--- config.mk ---
export PLATFORM = sky130hd
export DESIGN_NAME = up_down_counter
export DESIGN_NICKNAME = d
export VERILOG_FILES = /design/src/rtl/up_down_counter_pkg.sv /design/src/rtl/up_down_counter_next.sv /design/src/rtl/up_down_counter.sv
export SDC_FILE = /design/constraint.sdc
export NUM_CORES = 1
export LEC_CHECK = 0
export BUFFER_PORTS_ARGS = -buffer_cell sky130_fd_sc_hd__buf_4
export CORE_AREA = 4 4 41 43
export DETAILED_ROUTE_END_ITERATION = 16
export DIE_AREA = 0 0 45 47
export PLACE_DENSITY_LB_ADDON = 0.1
export RECOVER_POWER = 100
export SLEW_MARGIN = 25
export SYNTH_ARGS = -nofsm -noshare
export SYNTH_HDL_FRONTEND = slang
export SYNTH_SLANG_ARGS = --single-unit
--- constraint.sdc ---
create_clock -name clk -period 1.3 [get_ports clk]
set_input_delay 0.325 -clock clk [delete_from_list [all_inputs] [get_ports clk]]
set_output_delay 0.325 -clock clk [all_outputs]
set_load 0.02 [all_outputs]
--- src/rtl/up_down_counter_pkg.sv ---
// up_down_counter_pkg: shared direction constants and the saturation build switch.
// Defining UP_DOWN_COUNTER_SAT_EN turns modulo wrap into saturation at the limits.
package up_down_counter_pkg;
  localparam logic DIR_UP   = 1'b1;
  localparam logic DIR_DOWN = 1'b0;
`ifdef UP_DOWN_COUNTER_SAT_EN
  localparam logic SAT_EN = 1'b1;
`else
  localparam logic SAT_EN = 1'b0;
`endif
endpackage

--- src/rtl/up_down_counter_next.sv ---
// up_down_counter_next: next-count logic with limit detection for either direction.
module up_down_counter_next
  import up_down_counter_pkg::*;
#(
  parameter int N = 4
) (
  input  logic [N-1:0] q,
  input  logic         dir,
  input  logic         sat,
  output logic [N-1:0] nxt,
  output logic         lim
);
  localparam logic [N-1:0] max_q = '1;
  always_comb begin
    lim = (dir == DIR_UP) ? (q == max_q) : (q == '0);
    nxt = (lim && sat) ? q : ((dir == DIR_UP) ? q + 1'b1 : q - 1'b1);
  end
endmodule

--- src/rtl/up_down_counter.sv ---
// up_down_counter: N-bit up/down counter, async active-low reset, registered wrap pulse.
// Build with UP_DOWN_COUNTER_SAT_EN to saturate at the limits instead of wrapping.
module up_down_counter
  import up_down_counter_pkg::*;
#(
  parameter int N = 4
) (
  input  logic         clk,
  input  logic         rst,
  input  logic         mod,
  output logic [N-1:0] q,
  output logic         wrap
);
  logic [N-1:0] nxt;
  logic         lim;
  up_down_counter_next #(.N(N)) u_next (
    .q   (q),
    .dir (mod),
    .sat (SAT_EN),
    .nxt (nxt),
    .lim (lim)
  );
  always_ff @(posedge clk or negedge rst) begin
    if (!rst) begin
      q    <= '0;
      wrap <= 1'b0;
    end else begin
      q    <= nxt;
      wrap <= lim;
    end
  end
`ifndef SYNTHESIS
  // An unknown direction would silently corrupt the count.
  always @(posedge clk) begin
    if (rst) assert (!$isunknown(mod)) else $error("mod is X/Z while counting");
  end
`endif
endmodule

Yosys cells after proc, flatten, opt, wreduce, memory -nomap -nowiden
Cells that the tools add are included.
{"block": "totals", "register_bits": 5, "latch_bits": 0, "ramBits": 0, "romBits": 0, "inputBits": 3, "out_inout_bits": 5, "wordCells": 8, "mem_count": 0}
{"block": "op_classes", "n_addsub": 2, "mul": 0, "div_mod_pow": 0, "magnitude_cmp": 0, "eq_ne": 1, "shift": 0, "n_mux": 2, "n_bitwise": 0, "reduce_logical": 1}
{"cell": "$add 4x1->4 const B", "count": 1}
{"cell": "$eq 4x4->1 const B", "count": 1}
{"cell": "$logic_not 4->1", "count": 1}
{"cell": "$mux 4", "count": 1}
{"cell": "$sub 4x1->4 const B", "count": 1}
{"cell": "$mux 1", "count": 1}

Longest topological paths before layout
Gate-level depths: netlist of run 1.
{"block": "logic_depth", "ltp_word": 2, "mapped_depth": 5}

Hierarchy
Synthesis of run 1 repeated with hierarchy kept, for this count alone.
{"block": "hier_totals", "hier_cells": 25, "hier_area_um2": 306.5}
{"module": "up_down_counter_next", "instances": 1, "cells_each": 19, "area_per_inst_um2": 177.7, "seq_area_each_um2": 0.0}
{"module": "up_down_counter", "instances": 1, "cells_each": 6, "area_per_inst_um2": 128.9, "seq_area_each_um2": 125.1}

Worst setup path before layout of run 1
OpenSTA, ideal clock, no wires.
{"block": "synth_timing", "path_kind": "reg-to-reg", "startpoint": "register q[1]", "endpoint": "register q[3]", "setup_ps": 124, "arrival_ps": 1168, "required_ps": 1176, "slack_ps": 8, "stages_incl_launch_ff": 5, "cell_sequence": "dfrtp_1 -> ha_1 -> a21o_1 -> a21oi_1 -> xnor2_1"}
{"block": "synth_between", "elab_chain_cells": 2, "word_cells_on_any_way": 3, "classes_between": "add/sub (2); mux (1)"}
{"element": "start, declared", "line": "up_down_counter.sv:11", "rtl": "output logic [N-1:0] q,"}
{"element": "start signal, assigned", "line": "up_down_counter.sv:28", "rtl": "q <= nxt;"}
{"element": "$sub 4x1->4 or $add 4x1->4 (tied branches)", "line": "up_down_counter_next.sv:16", "rtl": "nxt = (lim && sat) ? q : ((dir == DIR_UP) ? q + 1'b1 : q - 1'b1);"}
{"element": "$mux 4 (*)", "line": "up_down_counter_next.sv:16"}
{"element": "net nxt[3]", "line": "up_down_counter.sv:14", "rtl": "logic [N-1:0] nxt;"}
Mark *: on every way through the listed nets, which the timed path passes. The rest lies on a longest branch.

Worst setup path after layout of run 1
{"block": "layout_timing", "startpoint": "register q[1]", "endpoint": "output q[1]"}
No word-level cell between the ends.

==> results of run 1 <==
## cell families (layout without fill, tap and decap cells)
family,count (synthesis),in the layout,synth area share (%)
adders and majority gates,3,3,18.7
AOI/OAI and AO/OA,3,3,7.25
buffers and inverters,2,17,3.11
DFF,5,5,51.8
and+or+nand+nor,3,3,8.29
xor gates and xnor gates,3,3,10.9
## area by class of cell
type | instances | area [sq um] | share of cell area, %
Clock buffer | 4 | 26.3 | 7.37
Inverter | 2 | 7.51 | 2.11
Multi-Input combinational cell | 12 | 109 | 30.5
Sequential cell | 5 | 125 | 35.1
Tap cell | 15 | 18.8 | 5.26
Timing Repair Buffer | 11 | 70.1 | 19.6
## cell usage after synthesis
master	count	share of area [%]
a21o_1	1	3.1
or4_1	1	3.1
dfrtp_1	5	52
o21ai_1	1	2.1
nand3_1	1	2.1
fa_1	1	8.3
inv_1	2	3.1
xnor2_1	2	7.3
and3_2	1	3.1
ha_1	2	10
a21oi_1	1	2.1
xor2_1	1	3.6
## state kept, by name (all words and copies together), names as in the netlist
signal	flops
wrap	1
q	4
## where the power goes
group	total [mW]	internal, mW	switching [mW]	leakage [nW]
Combinational	0.355	0.169	0.185	0.101
Clock	0.186	0.116	0.0693	0.0150
Sequential	0.262	0.214	0.0478	0.0579
## per-layer routing
layer  GRT usage, %  share of wire, %
met1           6.93                48
met2           7.34                37
met3           5.36                12
met4           5.26               2.3
met5              0                 0
## final timing paths
| check | from | end | slack [ps] | depth (start not counted) |
|---|---|---|---|---|
| max in group asynchronous | rst | q[2]$_DFF_PN0_ | 620 | 2 |
| worst min-delay path | rst | q[1]$_DFF_PN0_ | 460 | 2 |
| worst max register to register | q[1]$_DFF_PN0_ | q[3]$_DFF_PN0_ | 80 | 4 |
| worst min register to register | q[2]$_DFF_PN0_ | wrap$_DFF_PN0_ | 530 | 1 |
| min in group clk | mod | wrap$_DFF_PN0_ | 460 | 4 |
| worst max-delay path | q[1]$_DFF_PN0_ | q[1] | 40 | 2 |
## worst max-delay path, cell delays in order, from the launching register on
cell	delay, ps
dfrtp_1	390
buf_4	160
buf_4	150
==> impl_metrics.toml, run 1 <==
[outcome]
outcome = "finished clean"

[timing]
rsz0062_at_grt = "no"
timing.hold.ws_ps = 459
slew_headroom_pct = 82.6
hold_viol = 0
finalMaxSlewViolations = 0
tightestPinTransition_ps = 261
fin_crit_ps = 1260
setup_viol = 0
fmax_ghz = 0.792
fin_skew_ps = 4.58
tns_ps = 0
setup_slack_ps = 37.8
fin_crit_sh_pct = 97.1

[placed_design]
dp_slack_ps = -42.4
dp.cells = 44
port_buffers = 7
gp_congestion = 0.648
post_dp_cell_area_sq_um = 335
dp_hpwl_microns = 387

[clocking]
cts_tree = "done"
cts.clk_slew.worst_paths_ps = 50
ctsResizeCount = 0
cts_setup_buffers = 0
h-tree-depth = 1
clock-sinks = 5
clk_latency_ps = 240
root_buffer = "clkbuf_4"
cts_made_buffers = 3
clockBufferDepth = 2
hold_buffers = 1

[pwr]
powerDensity_nw_per_um2 = 2250
power.total_mw = 0.803
p_leak_nw = 0.174
vdd_drop_max_mv = 0.973

[detailed_routing]
wirelength_microns = 530
wl_per_cell_microns = 10.8
first_iter_violations = 7
vias = 200
first_pass_iters = 4
ant_nets = 0
viasPerCell = 4.08
drc = 0

[critical_path]
crit_required_ps = 980
worstPathArrival_ps = 940
critPathKind = "register to output port"
crit_fanout = 4
startpoint_type = "register"
cp-end-kind = "output port"

[global_route]
antenna_found_initial = 0
grt_pass1_vias = 199
grt_usage_pct = 6.27
grt_max_degree = 7
grt-ovfl-total = 0
grt_pass1_wl_microns = 848

[job]
drv_cap = 0

[die]
ios = 8
start_util_pct = 18.6
coreArea_sq_um = 1300
fp.dieH_microns = 47
fp-row-count = 13
die_x_microns = 45
die-area_sq_um = 2120

[layout]
instances_no_fill = 49
nets = 41
fin_area_sq_um = 357
final_cell_mix = "buf_4, dfrtp_1, clkbuf_4, clkbuf_1"
nFillCells = 149
area_growth_pct = 47.7
diodes = 0
drive_gt1_share_pct = 35.3
finish.utilization_pct = 27.4

[synthesis]
synth.avg_cell_area_sq_um = 12.7
syn_area_sq_um = 241
synth_cells = 19
synth.net_count = 25
ys_seq_area_share_pct = 51.8
yosysWarnings = 0
synth.distinct_cells = 12
ys_ff_latch = 5

[worst_hold_path]
min_path_type = "primary input to asynchronous set/reset pin"
Power figures use the tool's default switching activity.
==> inputs of run 2 (changes only) <==
--- a/config.mk
+++ b/config.mk
@@ -5,13 +5,14 @@
 export SDC_FILE = /design/constraint.sdc
 export NUM_CORES = 1
 export LEC_CHECK = 0
+export ABC_CLOCK_PERIOD_IN_PS = 1300
 export BUFFER_PORTS_ARGS = -buffer_cell sky130_fd_sc_hd__buf_4
 export CORE_AREA = 4 4 41 43
 export DETAILED_ROUTE_END_ITERATION = 16
 export DIE_AREA = 0 0 45 47
 export PLACE_DENSITY_LB_ADDON = 0.1
-export RECOVER_POWER = 100
 export SLEW_MARGIN = 25
 export SYNTH_ARGS = -nofsm -noshare
 export SYNTH_HDL_FRONTEND = slang
 export SYNTH_SLANG_ARGS = --single-unit
+export TNS_END_PERCENT = 1
==> run 2 against run 1 <==
Against the previous run:
- total power up 3.0%
- critical endpoint unchanged
- register-to-register slack about the same
- largest cell class unchanged
- largest power group unchanged
- cell count unchanged
==> impl_metrics.toml, run 2 (same netlist as run 1, synthesis figures left out) <==
[timing]
rsz0062_at_grt = "no"
setup_slack_ps = 39.5
fmax_ghz = 0.793
fin_crit_ps = 1260
slew_headroom_pct = 85.1
fin_skew_ps = 4.24
tightestPinTransition_ps = 223
fin_crit_sh_pct = 97.0
tns_ps = 0
finalMaxSlewViolations = 0
setup_viol = 0
hold_viol = 0

[critical_path]
critical-path-max-stage-delay_ps = 390
r2r_slack_ps = 80
worstPathArrival_ps = 940
crit_required_ps = 980
cp-end-kind = "output port"
crit_fanout = 4
startpoint_type = "register"
critPathKind = "register to output port"
crit_chain = "buf_4 > buf_4"
crit_top_cell = "buf_4"
r2r_cells = 4
r2r_end = "q[3]$_DFF_PN0_"
reg2reg_from = "q[1]$_DFF_PN0_"
crit_slowest_cell = "dfrtp_1"

[layout]
nets = 41
top_register = "q"
area_growth_pct = 53.9
final_common_cell = "buf_4"
largest_register_ffs = 4
final_cell_mix = "buf_4, dfrtp_1, clkbuf_4"
nFillCells = 146
largestRegisters = "q x4, wrap x1"
drive_gt1_share_pct = 41.2
diodes = 0

[detailed_routing]
first_pass_iters = 4
wl_per_cell_microns = 10.8
wirelength_microns = 528
vias = 199
drc = 0
first_iter_violations = 7
viasPerCell = 4.06
ant_nets = 0

[clocking]
ctsResizeCount = 0
clockBufferDepth = 2
cts_made_buffers = 3
cts_tree = "done"
root_buffer = "clkbuf_4"
clock-sinks = 5
cts.clk_slew.worst_paths_ps = 50
cts_setup_buffers = 0
h-tree-depth = 1
clk_latency_ps = 240

[die]
fp-row-count = 13
coreArea_sq_um = 1300
die_x_microns = 45
fp.dieH_microns = 47
die-area_sq_um = 2120
start_util_pct = 18.6
ios = 8

[global_route]
grt_usage_pct = 6.27
grt_pass1_wl_microns = 848
grt_max_degree = 7
grt_pass1_vias = 199
grt-ovfl-total = 0
antenna_found_initial = 0

[outcome]
outcome = "finished clean"

[placed_design]
port_buffers = 7
dp_slack_ps = -42.4
gp_congestion = 0.648
dp_hpwl_microns = 387

[pwr]
p_leak_nw = 0.185
powerDensity_nw_per_um2 = 2230
vdd_drop_max_mv = 0.981

[job]
drv_cap = 0

[worst_hold_path]
min_path_type = "primary input to asynchronous set/reset pin"
-- run 2: cell types whose count changed in the layout (fill, tap and decap cells not counted) --
cell / previous run / this run
buf_2: 1 / 0
buf_4: 5 / 10
clkbuf_1: 3 / 1
clkbuf_2: 2 / 0
-- run 2: repair_timing --
item | in CTS | in global routing
endpoints found under the hold margin | 5 | 0
endpoints found under the setup margin | 0 | 0
hold buffers | 1 | 0
-- run 2: worst max path at each step --
| stage | from | to | slack, ps | cells after the start |
|---|---|---|---|---|
| floorplan | q[1]$_DFF_PN0_ | q[3]$_DFF_PN0_ | 8 | 4 |
| global placement | mod | q[3]$_DFF_PN0_ | -50 | 6 |
| detailed placement | mod | q[3]$_DFF_PN0_ | -40 | 6 |
| CTS | q[1]$_DFF_PN0_ | q[1] | 20 | 2 |
| global route | q[1]$_DFF_PN0_ | q[1] | 4 | 2 |
| finish | q[1]$_DFF_PN0_ | q[1] | 40 | 2 |
-- run 2: through the flow --
step           instances  power [mW]  hold slack, ps  utilization [%]  area (sq um)
2_1_floorplan         19       0.483            29.4                -           241
3_3_place_gp          44       0.652             128             25.8           335
3_5_place_dp          44       0.648             131             25.8           335
4_1_cts               49       0.847             420             28.6           372
5_1_grt               49       0.898             437             28.6           372
6_report              49       0.827             426             28.6           372
-- run 2: where the power goes --
group          total, mW  internal, mW  switching [mW]  leakage (nW)
clock              0.185         0.116          0.0684        0.0150
combinational      0.379         0.194           0.185         0.112
sequential         0.263         0.214          0.0485        0.0579
total              0.827         0.525           0.302         0.185
-- run 2: final cells by class --
type	instances	area (sq um)	area share [%]
inverters	2	7.51	2.02
multi-input cells	12	109	29.3
flip-flops and latches	5	125	33.7
repair buffers	11	85.1	22.9
clock buffers	4	26.3	7.07
well taps	15	18.8	5.05
-- run 2: layer usage --
| layer | global-route usage (%) | share of wire (%) | vias up |
|---|---|---|---|
| met1 | 6.93 | 50 | 92 |
| met3 | 5.36 | 11 | 2 |
| met4 | 5.26 | 2.3 | 0 |
| met2 | 7.34 | 37 | 10 |
| met5 | 0 | 0 | - |
| li1 | - | - | 95 |
-- run 2: critical path: cells and delay by family, from the launching register on --
family | cells | cell delay, ps
buffers and inverters | 2 | 310
flip-flops | 1 | 390
==> inputs of run 3 (changes only) <==
==> constraint.sdc (replaced) <==
create_clock -name clk -period 1.3 [get_ports clk]
set_input_delay 0.39 -clock clk [delete_from_list [all_inputs] [get_ports clk]]
set_output_delay 0.39 -clock clk [all_outputs]
set_load 0.02 [all_outputs]
==> run 3 against run 2 <==
Against the previous run:
- first-iteration DRC count down 100%
- clock-buffer cell count unchanged
- core utilization grew 1.7 points
- global-route usage is 1.1 points higher
- flip-flop and latch count is the same
- via count increased by 0.50%
- critical endpoint unchanged
- clock power decreased by 6%
==> impl_metrics.toml, run 3 (same netlist as run 1, synthesis figures left out) <==
[clocking]
clock-sinks = 5
h-tree-depth = 1
cts_tree = "done"
cts.clk_slew.worst_paths_ps = 40
cts_made_buffers = 3
clockBufferDepth = 2
root_buffer = "clkbuf_4"
clk_latency_ps = 240

[layout]
final_common_cell = "buf_4"
nFillCells = 150
drive_gt1_share_pct = 48.6
finish.utilization_pct = 30.3
top_register = "q"
area_growth_pct = 63.2
regArea_sq_um = 126
fin_area_sq_um = 394
multi_input_area_sq_um = 111
diodes = 0
final_cell_mix = "buf_4, dfrtp_1, clkbuf_4, buf_6"
instances_no_fill = 50
largestRegisters = "q x4, wrap x1"
largest_register_ffs = 4
nets = 42

[detailed_routing]
first_pass_iters = 1
wirelength_microns = 524
viasPerCell = 4.00
drc = 0
ant_nets = 0
wl_per_cell_microns = 10.5
first_iter_violations = 0
vias = 200

[timing]
slew_headroom_pct = 88.4
tightestPinTransition_ps = 173
tns_ps = 0
setup_slack_ps = 35.9
fin_crit_ps = 1260
hold_viol = 0
fmax_ghz = 0.791
rsz0062_at_grt = "yes"
fin_skew_ps = 1.69
setup_viol = 0
finalMaxSlewViolations = 0
timing.hold.ws_ps = 490
fin_crit_sh_pct = 97.2

[pwr]
power.internal_mw = 0.565
power.total_mw = 0.867
seq_power_share_pct = 30.6
p_leak_nw = 0.194
comb_power_share_pct = 49.4
power_switching_mw = 0.303
swShare_pct = 34.9
powerDensity_nw_per_um2 = 2200
vdd_drop_max_mv = 1.02
clkPwrFrac_pct = 20.0

[critical_path]
crit_fanout = 4
worstPathArrival_ps = 870
cp-end-kind = "output port"
crit_slowest_cell = "dfrtp_1"
cp.buffers_inverters = 2
critPathKind = "register to output port"
crit_required_ps = 910
critical-path-max-stage-delay_ps = 390
crit_chain = "buf_6 > buf_6"
crit_top_cell = "buf_6"
path_delay_family = "flip-flops"
startpoint_type = "register"

[outcome]
outcome = "finished clean"

[die]
die_x_microns = 45
start_util_pct = 18.6
coreArea_sq_um = 1300
fp-row-count = 13
die-area_sq_um = 2120
fp.dieH_microns = 47
ios = 8

[placed_design]
dp_hpwl_microns = 418
dp.cells = 44
post_dp_cell_area_sq_um = 335
port_buffers = 7
dp_slack_ps = -109
gp_congestion = 0.684

[global_route]
antenna_found_initial = 0
grt_usage_pct = 7.38
grt-ovfl-total = 0
grt_max_degree = 7
grt_pass1_vias = 242
grt_pass1_wl_microns = 1020

[worst_hold_path]
min_path_type = "primary input to asynchronous set/reset pin"

[job]
drv_cap = 0
run 3: changes by cell type in the layout (fill, tap and decap cells not counted):
cell	delta
fa_1	-1
dfrtp_2	+1
fa_2	+1
buf_4	-2
dfrtp_1	-1
buf_6	+3
run 3: area by class of cell:
class / count / area share (%)
Tap cell: 15 / 4.76
Timing Repair Buffer: 12 / 26.3
Sequential cell: 5 / 32.1
Inverter: 2 / 1.90
Clock buffer: 4 / 6.67
Multi-Input combinational cell: 12 / 28.3
run 3: repair_timing:
action | 4_1_cts | 5_1_grt
hold buffers | 1 | 0
endpoints found under the hold margin | 5 | 0
pin swaps | 0 | 0
setup endpoints to repair | 2 | 3
resized for setup | 3 | 2
setup buffers | 1 | 0
run 3: per-layer routing:
| metal | track usage (%) | vias to the layer above | wire length, microns |
|---|---|---|---|
| met5 | 0 | - | 0 |
| met4 | 5.26 | 0 | 0 |
| li1 | - | 97 | - |
| met2 | 10.5 | 8 | 246 |
| met1 | 7.60 | 95 | 228 |
| met3 | 5.36 | 0 | 49 |
run 3: power groups by stage:
| stage | Combinational (mW) | Clock (mW) | Sequential (mW) |
|---|---|---|---|
| detailed placement | 0.387 | 0 | 0.266 |
| global route | 0.472 | 0.207 | 0.279 |
| global placement | 0.383 | 0 | 0.266 |
| CTS | 0.438 | 0.185 | 0.267 |
| finish | 0.429 | 0.173 | 0.265 |
| floorplan | 0.149 | 0 | 0.334 |
run 3: path summary, 6_finish.rpt:
path	from	to	slack, ps	cells past startpoint
max	q[1]$_DFF_PN0_	q[1]	40	2
min reg2reg	q[2]$_DFF_PN0_	wrap$_DFF_PN0_	520	1
max reg2reg	q[1]$_DFF_PN0_	q[3]$_DFF_PN0_	80	4
min	rst	wrap$_DFF_PN0_	490	2
max in group asynchronous	rst	q[0]$_DFF_PN0_	690	2
min in group clk	q[2]$_DFF_PN0_	wrap$_DFF_PN0_	520	1
